`src/rtl/umi_regbank_if.sv`:
```
// Single-port register bus between the UMI-to-register bridge (master) and a register bank (slave).
interface umi_regbank_if #(
    parameter int RW  = 32,
    parameter int RAW = 32
);
    logic           reg_write;
    logic           reg_read;
    logic [RAW-1:0] reg_addr;
    logic [RW-1:0]  reg_wdata;
    logic [1:0]     reg_prot;
    logic [RW-1:0]  reg_rdata;
    logic [1:0]     reg_err;
    logic           reg_ready;

    modport master (
        output reg_write, reg_read, reg_addr, reg_wdata, reg_prot,
        input  reg_rdata, reg_err, reg_ready
    );

    modport slave (
        input  reg_write, reg_read, reg_addr, reg_wdata, reg_prot,
        output reg_rdata, reg_err, reg_ready
    );
endinterface

```
`src/rtl/umi_regbank.sv`:
```
// Control/status register bank behind the UMI register bridge: ID, status, W1C interrupts, cycle counter, control regs.
// Optional write-protection LOCK register at 0x14 is built when UMI_REGBANK_LOCK_EN is defined.
module umi_regbank #(
    parameter int          RW      = 32,
    parameter int          RAW     = 32,
    parameter int          NCTRL   = 4,
    parameter int          NSTAT   = 8,
    parameter logic [31:0] ID      = 32'h0,
    parameter logic [31:0] CTRLRST = 32'h0
) (
    input  logic                clk,
    input  logic                nreset,
    umi_regbank_if.slave        bus,
    input  logic [NSTAT-1:0]    status_in,
    output logic [NCTRL*RW-1:0] ctrl_out,
    output logic                irq
);
    localparam logic [5:0] IDX_ID     = 6'd0;
    localparam logic [5:0] IDX_STATUS = 6'd1;
    localparam logic [5:0] IDX_PEND   = 6'd2;
    localparam logic [5:0] IDX_EN     = 6'd3;
    localparam logic [5:0] IDX_CYCLE  = 6'd4;
    localparam logic [5:0] IDX_LOCK   = 6'd5;
    localparam int         CTRL_BASE  = 16;

    logic             acc;
    logic             wr_acc;
    logic             wr_ok;
    logic [5:0]       idx;
    logic             addr_hi_nz;
    logic             ctrl_hit;
    logic             lock_hit;
    logic             prot_fail;
    logic             decode_err;
    logic             ro_hit;
    logic [1:0]       err;
    logic [RW-1:0]    ctrl_rd;
    logic [RW-1:0]    lock_rd;
    logic [RW-1:0]    rd_value;

    logic             ready_reg;
    logic             irq_reg;
    logic [NSTAT-1:0] status_s_reg;
    logic [NSTAT-1:0] status_d_reg;
    logic [NSTAT-1:0] pend_reg;
    logic [NSTAT-1:0] pend_next;
    logic [NSTAT-1:0] en_reg;
    logic [NSTAT-1:0] rise;
    logic [NSTAT-1:0] w1c_mask;
    logic [RW-1:0]    cycle_reg;
    logic [RW-1:0]    cycle_next;

    assign acc    = (bus.reg_write | bus.reg_read) & ready_reg;
    assign wr_acc = acc & bus.reg_write;
    assign idx    = bus.reg_addr[7:2];

    generate
        if (RAW > 8) begin : g_addr_hi
            assign addr_hi_nz = |bus.reg_addr[RAW-1:8];
        end else begin : g_addr_nohi
            assign addr_hi_nz = 1'b0;
        end
    endgenerate

    always_comb begin
        ctrl_hit = 1'b0;
        ctrl_rd  = '0;
        for (int i = 0; i < NCTRL; i++) begin
            if (idx == 6'(CTRL_BASE + i)) begin
                ctrl_hit = 1'b1;
                ctrl_rd  = ctrl_out[i*RW +: RW];
            end
        end
    end

`ifdef UMI_REGBANK_LOCK_EN
    logic lock_reg;
    logic unused_prot;

    assign lock_hit    = (idx == IDX_LOCK);
    assign lock_rd     = RW'(lock_reg);
    assign unused_prot = bus.reg_prot[1];
    // LOCK itself always needs privilege; once locked, CTRL and IRQ_EN need it too.
    assign prot_fail   = bus.reg_write & ~bus.reg_prot[0] &
                         (lock_hit | (lock_reg & (ctrl_hit | (idx == IDX_EN))));

    always_ff @(posedge clk or negedge nreset) begin
        if (!nreset) begin
            lock_reg <= 1'b0;
        end else if (wr_ok && lock_hit && bus.reg_wdata[0]) begin
            lock_reg <= 1'b1;
        end
    end
`else
    logic unused_prot;

    assign lock_hit    = 1'b0;
    assign lock_rd     = '0;
    assign prot_fail   = 1'b0;
    assign unused_prot = ^bus.reg_prot;
`endif

    assign decode_err = (bus.reg_addr[1:0] != 2'b00) | addr_hi_nz |
                        ~((idx <= IDX_CYCLE) | lock_hit | ctrl_hit);
    assign ro_hit     = (idx == IDX_ID) | (idx == IDX_STATUS);

    always_comb begin
        err = 2'b00;
        if (acc) begin
            if (decode_err) begin
                err = 2'b11;
            end else if (bus.reg_write & (ro_hit | prot_fail)) begin
                err = 2'b10;
            end
        end
    end

    assign wr_ok = wr_acc & (err == 2'b00);

    always_comb begin
        rd_value = '0;
        case (idx)
            IDX_ID:     rd_value = ID[RW-1:0];
            IDX_STATUS: rd_value = RW'(status_s_reg);
            IDX_PEND:   rd_value = RW'(pend_reg);
            IDX_EN:     rd_value = RW'(en_reg);
            IDX_CYCLE:  rd_value = cycle_reg;
            IDX_LOCK:   rd_value = lock_rd;
            default:    rd_value = ctrl_rd;
        endcase
    end

    // Read data reflects pre-edge state, so a combined write+read returns the old value.
    assign bus.reg_rdata = (acc && err == 2'b00) ? rd_value : '0;
    assign bus.reg_err   = err;
    assign bus.reg_ready = ready_reg;
    assign irq           = irq_reg;

    assign rise       = status_s_reg & ~status_d_reg;
    assign w1c_mask   = (wr_ok && idx == IDX_PEND) ? bus.reg_wdata[NSTAT-1:0] : '0;
    assign pend_next  = (pend_reg & ~w1c_mask) | rise;
    assign cycle_next = (wr_ok && idx == IDX_CYCLE) ? bus.reg_wdata : cycle_reg + RW'(1);

    always_ff @(posedge clk or negedge nreset) begin
        if (!nreset) begin
            ready_reg    <= 1'b0;
            irq_reg      <= 1'b0;
            status_s_reg <= '0;
            status_d_reg <= '0;
            pend_reg     <= '0;
            en_reg       <= '0;
            cycle_reg    <= '0;
        end else begin
            ready_reg    <= ~wr_acc;
            irq_reg      <= |(pend_reg & en_reg);
            status_s_reg <= status_in;
            status_d_reg <= status_s_reg;
            pend_reg     <= pend_next;
            cycle_reg    <= cycle_next;
            if (wr_ok && idx == IDX_EN) begin
                en_reg <= bus.reg_wdata[NSTAT-1:0];
            end
        end
    end

    genvar gi;
    generate
        for (gi = 0; gi < NCTRL; gi++) begin : g_ctrl
            localparam logic [5:0] CIDX = 6'(CTRL_BASE + gi);
            logic [RW-1:0] ctrl_reg;

            always_ff @(posedge clk or negedge nreset) begin
                if (!nreset) begin
                    ctrl_reg <= CTRLRST[RW-1:0];
                end else if (wr_ok && idx == CIDX) begin
                    ctrl_reg <= bus.reg_wdata;
                end
            end

            assign ctrl_out[gi*RW +: RW] = ctrl_reg;
        end
    endgenerate
endmodule

```
`src/flat_wrapper.sv`:
```
// flat-port wrapper written by rule: the top's interface ports become plain ports
module umi_regbank_flat 
#(
    parameter int          RW      = 32,
    parameter int          RAW     = 32,
    parameter int          NCTRL   = 4,
    parameter int          NSTAT   = 8,
    parameter logic [31:0] ID      = 32'h0,
    parameter logic [31:0] CTRLRST = 32'h0
)
  (clk, nreset, status_in, ctrl_out, irq, bus_reg_write, bus_reg_read, bus_reg_addr, bus_reg_wdata, bus_reg_prot, bus_reg_rdata, bus_reg_err, bus_reg_ready);
  umi_regbank_if #(.RW(RW), .RAW(RAW)) bus_i ();
  input  logic clk;
  input  logic nreset;
  input  logic [NSTAT-1:0] status_in;
  output logic [NCTRL*RW-1:0] ctrl_out;
  output logic irq;
  input wire logic [$bits(bus_i.reg_write)-1:0] bus_reg_write;
  input wire logic [$bits(bus_i.reg_read)-1:0] bus_reg_read;
  input wire logic [$bits(bus_i.reg_addr)-1:0] bus_reg_addr;
  input wire logic [$bits(bus_i.reg_wdata)-1:0] bus_reg_wdata;
  input wire logic [$bits(bus_i.reg_prot)-1:0] bus_reg_prot;
  output wire logic [$bits(bus_i.reg_rdata)-1:0] bus_reg_rdata;
  output wire logic [$bits(bus_i.reg_err)-1:0] bus_reg_err;
  output wire logic [$bits(bus_i.reg_ready)-1:0] bus_reg_ready;
  assign bus_i.reg_write = bus_reg_write;
  assign bus_i.reg_read = bus_reg_read;
  assign bus_i.reg_addr = bus_reg_addr;
  assign bus_i.reg_wdata = bus_reg_wdata;
  assign bus_i.reg_prot = bus_reg_prot;
  assign bus_reg_rdata = bus_i.reg_rdata;
  assign bus_reg_err = bus_i.reg_err;
  assign bus_reg_ready = bus_i.reg_ready;
  umi_regbank #(.RW(RW), .RAW(RAW), .NCTRL(NCTRL), .NSTAT(NSTAT), .ID(ID), .CTRLRST(CTRLRST)) u_core (.clk(clk), .nreset(nreset), .bus(bus_i), .status_in(status_in), .ctrl_out(ctrl_out), .irq(irq));
endmodule
```
`config.mk`:
```
export PLATFORM = sky130hd
export DESIGN_NAME = umi_regbank_flat
export DESIGN_NICKNAME = d
export VERILOG_FILES = /design/src/rtl/umi_regbank_if.sv /design/src/rtl/umi_regbank.sv /design/src/flat_wrapper.sv
export SDC_FILE = /design/constraint.sdc
export NUM_CORES = 1
export LEC_CHECK = 0
export ABC_AREA = 1
export CAP_MARGIN = 20
export CORE_MARGIN = 3
export CORE_UTILIZATION = 50
export CTS_CLUSTER_DIAMETER = 40
export DETAILED_ROUTE_END_ITERATION = 12
export PLACE_DENSITY = 0.93
export SLEW_MARGIN = 20
export SYNTH_ARGS = -nofsm -noshare
export SYNTH_HDL_FRONTEND = slang
export SYNTH_SLANG_ARGS = --single-unit
```
`constraint.sdc`:
```
create_clock -name clk -period 2.04 [get_ports clk]
set_input_delay 0.204 -clock clk [delete_from_list [all_inputs] [get_ports clk]]
set_output_delay 0.204 -clock clk [all_outputs]
set_load 0.05 [all_outputs]
```
## Word level (Yosys, flattened, before mapping)

Cells that the tools add are included.

| cells by class | value |
|---|---|
| muxes and demuxes | 15 |
| bitwise operators | 17 |
| $lt $le $gt $ge | 1 |
| reductions and logical operators | 14 |
| add/subtract/negate cells | 1 |
| equality and inequality tests | 9 |

Operators with widths:

| operator | number |
|---|---|
| $mux W32 | 6 |
| $pmux W32 S5 | 1 |
| $add A32 B1 Y32 const B | 1 |
| $and A8 B8 Y8 | 3 |
| $eq A6 B5 Y1 const B | 4 |
| $reduce_or A24 Y1 | 1 |
| $not A8 Y8 | 2 |
| $eq A6 B2 Y1 const B | 2 |
| $eq A6 B3 Y1 const B | 2 |
| $logic_and A1 B1 Y1 | 8 |
| $mux W8 | 1 |
| $or A8 B8 Y8 | 1 |
| $reduce_or A8 Y1 | 1 |
| $eq A6 B1 Y1 const B | 1 |
| $le A6 B3 Y1 const B | 1 |
| $logic_not A6 Y1 | 1 |
| $mux W2 | 3 |
| $or A1 B1 Y1 | 5 |
| $and A1 B1 Y1 | 4 |
| $mux W1 | 4 |
| $logic_not A2 Y1 | 1 |
| $not A1 Y1 | 2 |
| $reduce_bool A2 Y1 | 1 |
| $reduce_or A2 Y1 | 1 |

| word-level totals | value |
|---|---|
| register bits after elaboration | 194 |
| input port bits | 78 |
| word-level logic and storage cells | 68 |
| output and inout port bits | 164 |

## Logic depth before layout (Yosys ltp)

Gate-level depths: netlist of run 1.

| logic depth | value |
|---|---|
| depth after elaboration | 17 |
| depth in mapped cells | 12 |
| mapped depth without buffers | 11 |

## Least setup slack after synthesis of run 1

OpenSTA, ideal clock, no wires.

| timing | value |
|---|---|
| path type | register to output |
| start point | register u_core.ready_reg, in the netlist u_core.bus.reg_ready |
| end point | output port bus_reg_rdata[0] |
| stages on the path, launching flop included | 7 |
| arrival | 2.372 ns |
| required time | 1.836 ns |
| path slack | -0.536 ns |
| path buffers | 1 |
| cell sequence | dfrtp_1 -> o21ai_1 -> inv_2 -> nand2_2 -> buf_12 -> nand2_1 -> nor3_1 |

| between the ends | value |
|---|---|
| longest elaborated chain between the ends | 5 |

RTL lines:

| what | line | RTL |
|---|---|---|
| start: declaration | umi_regbank.sv:41 | `logic ready_reg;` |
| start signal: assignment | umi_regbank.sv:154 | `ready_reg <= ~wr_acc;` |
| $and A1 B1 Y1 * | umi_regbank.sv:53 | `assign acc = (bus.reg_write \| bus.reg_read) & ready_reg;` |
| $mux W2 | umi_regbank.sv:109 | `if (acc) begin` |
| $logic_not A2 Y1 | umi_regbank.sv:134 | `assign bus.reg_rdata = (acc && err == 2'b00) ? rd_value : '0;` |
| $logic_and A1 B1 Y1 * | umi_regbank.sv:134 |  |
| $mux W32 * | umi_regbank.sv:134 |  |
| end: declaration | flat_wrapper.sv:23 | `output wire logic [$bits(bus_i.reg_rdata)-1:0] bus_reg_rdata;` |

Mark *: on every way between the ends. The rest lies on a longest branch, timed or not.

## Worst setup path after layout of run 1

| timing | value |
|---|---|
| start point | register u_core.ready_reg, in the netlist u_core.bus.reg_ready |
| end point | output port bus_reg_rdata[7] |

The elaborated chain is that of the path after synthesis.

==> metrics.md, run 1 <==
| Metric | Value |
|---|---|
| Final Net Count | `1567` |
| Crit. End Element | `output port` |
| Max VDD drop | `between 500 and 600 uV` |
| Commonest cells after routing, fill and taps aside | `nand2_1, dfrtp_1, clkdlybuf4s50_1, o21ai_1, inv_1` |
| Max-Cap Viols | `0` |
| Layout Area Growth over Synthesis | `48.3%` |
| Synth area leaders | `dfrtp_1, nand2_1, o21ai_1` |
| DIE AREA | `~0.021 sq mm` |
| Main synth FF type | `dfrtp_1` |
| Worst-Skew Late Latency | `approximately 0.43 ns` |
| Core ar. | `between 0.015 and 0.02 sq mm` |
| LEAKAGE | `~6.4 nW` |
| EDFF count, synth | `0` |
| Worst path required time | `about 1.8 ns` |
| CTS root buffer | `clkbuf_16` |
| Via density | `between 5 and 6` |
| Clock buffer depth | `2` |
| # IOs | `~240` |
| Die width | `~150 um` |
| Ant diodes | `0` |
| Synth Area in Adders | `less than 1%` |
| Clock Skews | `0.00897 ns` |
| 1st-iter DRT viols | `around 910` |
| Setup ws final | `-0.0150 ns` |
| Synth warnings | `0` |
| Hold Violations, Final | `0` |
| Largest family of logic cells by synthesized area | `simple AND/OR/NAND/NOR gates` |
| Slew Viols, Final | `0` |
| CTS tree | `yes` |
| Syn Area/Cell | `slightly above 8 sq um` |
| Hold crit path type | `input pin to flip-flop` |
| Die H | `around 150 um` |
| Row cnt | `50` |
| # setup viols final | `1` |
| Netlist cell types | `37` |
| Number of H-tree levels | `4` |
| Post-synthesis sequential area ratio | `between 40% and 50%` |
| Placer's final routability congestion estimate | `approximately 0.97` |
| Number of flip-flops in the largest register | `128` |
| Pwr Density | `715 mW/mm^2` |
| Top cell type's share of synthesized area | `between 40 and 50%` |
| CTS sink cnt | `roughly 190` |
| Mapped Cells | `approximately 1200` |
| Grt ovf | `0` |
| Largest net degree at the start of global routing | `69` |
| Largest area contributor in the netlist | `dfrtp_1` |
| Post-DR wirelength/cell | `19.0 um` |
| Max FO, Critical Path | `12` |
| XOR/XNOR Fraction of Synth Area | `approximately 2.7%` |
| Cell area after layout | `0.0145 sq mm` |
| Met2 WL | `around 16 mm` |
| Number of global-route vias before repair | `10300` |
| Via count | `9985` |
| Num CTS Buffers | `17` |
| Critical path origin | `u_core.bus.reg_ready` |
| Synthesized netlist net count | `roughly 1300` |
| Placed instance area | `0.0134 sq mm` |
| Unrepaired setup endpoints after global routing | `yes` |
| Post-synthesis compound-gate area fraction | `about 15%` |
| Total negative slack | `-0.0150 ns` |
| Critical Path Start Type | `flip-flop` |
| Final worst path period share | `101%` |
| ANT nets after route | `0` |
| Total Routing Usage GR | `between 30% and 40%` |
| Antenna violations before repair | `0` |
| Max frequency | `approximately 490 MHz` |
| Hold WS | `0.213 ns` |
| Synth async-reset ratio | `100%` |
| FF-to-FF setup slack | `roughly 0.17 ns` |
| Port buffer count | `239` |
| DR WL met3 | `a little under 3 mm` |
| R2r startpoint | `u_core.cycle_reg[2]` |
| Most common cell after layout, fill and taps aside | `nand2_1` |
| HPWL after DPL | `approximately 23 mm` |
| Status | `complete, but fails checks` |
| Yosys reg bits | `between 150 and 200` |
| CP arrival | `1.85 ns` |
| Failing checks | `setup timing` |
| Hold Crit Start | `status_in[0]` |
| Top sig layer | `met4` |
| M1 WL | `13.1 mm` |
| Mux share of post-synthesis cell area | `0%` |
| Final min period | `about 2.1 ns` |
| Critical path class | `flip-flop to output port` |
| First-pass GRT wire length | `around 54 mm` |
| Simple-gate share of the synthesized area | `between 20 and 25%` |
| Least-Margin Pin Slew | `0.570 ns` |
| Mapped Area | `about 0.01 sq mm` |
| DRC violations left | `0` |
| WL final | `about 34 mm` |
| Starting Density | `roughly half` |
| Router iterations before antenna repair | `7` |
| Fraction of layout instances using a drive strength above 1 | `between 10% and 20%` |
| Worst-path clk slew | `~0.070 ns` |
| Normalized max-slew margin | `61.9%` |
## per-layer routing
layer  GRT usage [%]  vias up
met2            52.4      574
met5               0        -
met3            6.76       84
met4            11.3        0
met1            40.9     4828
li1                -     4499
## path summary, 6_finish.rpt
kind                                                endpoint  depth (start not counted)
worst max-delay path                        bus_reg_rdata[7]                          7
worst min-delay path                  u_core.status_s_reg[0]                          1
worst max register to register          u_core.cycle_reg[31]                          8
worst min register to register        u_core.status_d_reg[1]                          0
max in group asynchronous               u_core.cycle_reg[22]                          3
min in group asynchronous       u_core.g_ctrl[3].ctrl_reg[3]                          2
## repair_timing
item                                   in CTS  in global routing
endpoints found under the hold margin      48                  0
gates cloned                                3                  1
setup endpoints to repair                  33                 35
setup buffers                              11                  6
resized for setup                          89                 45
pin swaps                                  42                 29
hold buffers                                1                  0
## report_power, final
part | switching, mW | internal (mW) | total [mW]
clock | 1.49 | 2.34 | 3.84
sequential | 0.263 | 4.11 | 4.37
combinational | 1.36 | 0.778 | 2.14
## area by class of cell
class / instances / area [sq um]
clock buffer: 20 / 447
clock inverter: 12 / 226
fill: 1230 / 4480
inverter: 83 / 323
multi-input combinational: 869 / 4520
sequential: 194 / 4860
tap: 260 / 325
timing repair buffer: 323 / 3780
## critical path, stage by stage (launching register included)
cell and delay [ns]:
dfrtp_2 0.39, o21ai_4 0.08, inv_4 0.12, buf_12 0.16
nand2_4 0.07, buf_12 0.16, nor3_4 0.25, buf_12 0.17
## through the flow
stage          total power, mW  util [%]  instances  setup slack [ns]
4_1_cts                   10.3      75.7       1755         0.0000394
6_report                  10.4      76.4       1761           -0.0150
3_5_place_dp              6.48      70.5       1708            -0.353
2_1_floorplan             5.56         -       1206            0.0691
5_1_grt                   10.7      76.4       1761           -0.0880
3_3_place_gp              6.41      70.5       1708            -0.262
## synthesized netlist by cell type (all sizes together) (2+ instances only)
cell type / number
nand3: 53
o21ai: 189
inv: 82
xor2: 28
dfrtp: 194
nor3: 23
nand2: 405
o2bb2ai: 2
a221oi: 2
buf: 46
xnor2: 2
nand4: 19
a21oi: 72
clkbuf: 14
nor2: 67
## cell families (layout without fill, tap and decap cells)
kind of cell,Yosys count,count (layout)
AO/OA/AOI/OAI,267,267
XOR/XNOR,30,30
adder cells (fa/ha/maj),1,1
buffers and inverters,143,438
flip-flops,194,194
AND/OR/NAND/NOR,571,571
Note: power is estimated with default switching activity, not from simulation.
==> run 2, diff against run 1 <==
Settings changed: CORE_UTILIZATION 50 to 45, PLACE_DENSITY 0.93 to 0.89.
Clock period 2.04 ns to 1.69 ns, I/O delays scaled along.
==> run 2 against run 1 <==
The flow still finishes with violations (setup timing). Sequential power rose by 22%. Power rose by 17%. Final cell count rose by 2.3%. Highest routed layer unchanged.
==> metrics.md, run 2 (synthesized netlist as in run 1, its figures left out) <==
| Metric | Value |
|---|---|
| Final Net Count | `about 1600` |
| DRC violations left | `0` |
| Worst path required time | `approximately 1.5 ns` |
| Critical Path Start Type | `flip-flop` |
| Placer's final routability congestion estimate | `roughly 0.92` |
| Worst-path clk slew | `about 0.070 ns` |
| Unrepaired setup endpoints after global routing | `yes` |
| Comb power frac | `23.7%` |
| Router iterations before antenna repair | `5` |
| Largest net degree at the start of global routing | `41` |
| Ant diodes | `0` |
| DIE AREA | `0.0235 sq mm` |
| Total Routing Usage GR | `about 27%` |
| Normalized max-slew margin | `~74%` |
| CTS root buffer | `clkbuf_16` |
| CTS sink cnt | `roughly 190` |
| CP arrival | `1.79 ns` |
| Die H | `~150 um` |
| FILL cells | `1574` |
| Fraction of layout instances using a drive strength above 1 | `30.1%` |
| Via count | `roughly 9800` |
| Post-DR wirelength/cell | `18.0 um` |
| Worst-Skew Late Latency | `0.44 ns` |
| 1st-iter DRT viols | `755` |
| Hold WS | `between 0.15 and 0.2 ns` |
| Via density | `roughly 5.4` |
| Sequential power share | `43.7%` |
| Port buffer count | `between 200 and 250` |
| ANT nets after route | `0` |
| Layout Area Growth over Synthesis | `49.1%` |
| Final min period | `about 2.0 ns` |
| Crit. End Element | `output port` |
| Critical path class | `flip-flop to output port` |
| Setup ws final | `-0.273 ns` |
| LEAKAGE | `6.67 nW` |
| Grt ovf | `0` |
| Number of flip-flops in the largest register | `~130` |
| Internal power | `8.21 mW` |
| CTS tree | `yes` |
| Max frequency | `between 500 and 600 MHz` |
| Antenna violations before repair | `0` |
| First-pass GRT wire length | `slightly above 50 mm` |
| # setup viols final | `33` |
| Max VDD drop | `roughly 700 uV` |
| Number of global-route vias before repair | `9623` |
| Pwr Density | `between 800 and 900 mW/mm^2` |
| Most common cell after layout, fill and taps aside | `nand2_1` |
| Status | `complete, but fails checks` |
| Switch share | `32.4%` |
| Commonest cells after routing, fill and taps aside | `nand2_1, buf_4, dfrtp_1, o21ai_1, inv_1` |
| Clock power frac | `32.6%` |
| Max-Cap Viols | `0` |
| Placed instance count | `around 1700` |
| Clock buffer depth | `2` |
| Final worst path period share | `116%` |
| Core ar. | `roughly 0.021 sq mm` |
| Failing checks | `setup timing` |
| Slew Viols, Final | `0` |
| Fin cells | `about 1800` |
| Die width | `around 150 um` |
| Starting Density | `a little under half` |
| Net Switching | `3.93 mW` |
| Hold Violations, Final | `0` |
| WL final | `32.4 mm` |
| Number of H-tree levels | `4` |
| Row cnt | `between 50 and 60` |
| HPWL after DPL | `23.2 mm` |
| Num CTS Buffers | `17` |
| Hold crit path type | `input pin to flip-flop` |
| Max FO, Critical Path | `5` |
| Least-Margin Pin Slew | `0.395 ns` |
| Clock Skews | `about 0.011 ns` |
| # IOs | `between 200 and 250` |
run 2: cell count changes in the layout (fill, tap and decap cells not counted), sizes merged:
cell / delta
clkdlybuf4s50: -130
clkbuf: +1
dlygate4sd2: -2
nand2: +1
bufinv: -5
buf: +159
clkdlybuf4s15: +1
clkinvlp: +4
inv: -4
bufbuf: -1
clkinv: +2
run 2: layer usage:
metal,part of all wire (%),track usage (%)
met4,2.8,9.80
met2,52,46.1
met1,38,33.1
met3,7.2,6.00
met5,0,0
run 2: power groups by stage:
stage	Sequential [mW]	Clock (mW)	Combinational, mW
2_1_floorplan	5.88	0	0.984
3_3_place_gp	5.33	0	2.56
3_5_place_dp	5.35	0	2.63
4_1_cts	5.26	3.99	2.71
5_1_grt	5.34	4.19	3.06
6_report	5.31	3.96	2.88
run 2: final timing paths:
| check | from | to | slack, ns | cells after the start |
|---|---|---|---|---|
| max | u_core.bus.reg_ready | bus_reg_rdata[4] | -0.27 | 7 |
| min | status_in[0] | u_core.status_s_reg[0] | 0.17 | 1 |
| max in group asynchronous | nreset | u_core.g_ctrl[2].ctrl_reg[13] | 0.80 | 3 |
| min in group asynchronous | nreset | u_core.g_ctrl[3].ctrl_reg[5] | 0.21 | 2 |
| min reg2reg | u_core.status_s_reg[5] | u_core.status_d_reg[5] | 0.43 | 0 |
| max reg2reg | u_core.cycle_reg[0] | u_core.cycle_reg[28] | 0.02 | 9 |
run 2: critical path, cell delays in order, from the launching register on:
cell and delay [ns]:
dfrtp_2 0.43, o21ai_4 0.08, inv_4 0.10, nand2_8 0.11
buf_12 0.15, nand2_8 0.08, nor3_4 0.21, buf_6 0.19
run 2: per-stage QoR:
| step | TNS (ns) | total power, mW | setup slack, ns | instance area (sq um) | util, % |
|---|---|---|---|---|---|
| final | -7.08 | 12.1 | -0.273 | 14600 | 68.8 |
| after global routing | -9.37 | 12.6 | -0.354 | 14600 | 68.8 |
| after CTS | -8.40 | 12.0 | -0.312 | 14300 | 67.6 |
| after detailed placement | -115.37 | 7.98 | -0.629 | 13400 | 63.2 |
| after global placement | -103.77 | 7.89 | -0.570 | 13400 | 63.2 |
| after floorplan | -5.28 | 6.87 | -0.123 | 10500 | - |
run 2: area by class of cell:
cell class	count	area [sq um]	area share (%)
multi-input combinational	870	5060	34.8
sequential	194	4860	33.4
timing repair buffer	348	3390	23.3
clock buffer	23	488	3.35
tap	275	344	2.36
inverter	83	324	2.23
clock inverter	8	78.8	0.542
timing repair inverter	1	7.51	0.0516
run 2: repair_timing:
action / in CTS / in global routing
endpoints found under the setup margin: 210 / 56
resized for setup: 117 / 81
pin swaps: 39 / 34
buffers inserted: 7 / 11
gates cloned: 4 / 1
hold endpoints to repair: 86 / 0
hold buffers: 1 / 0
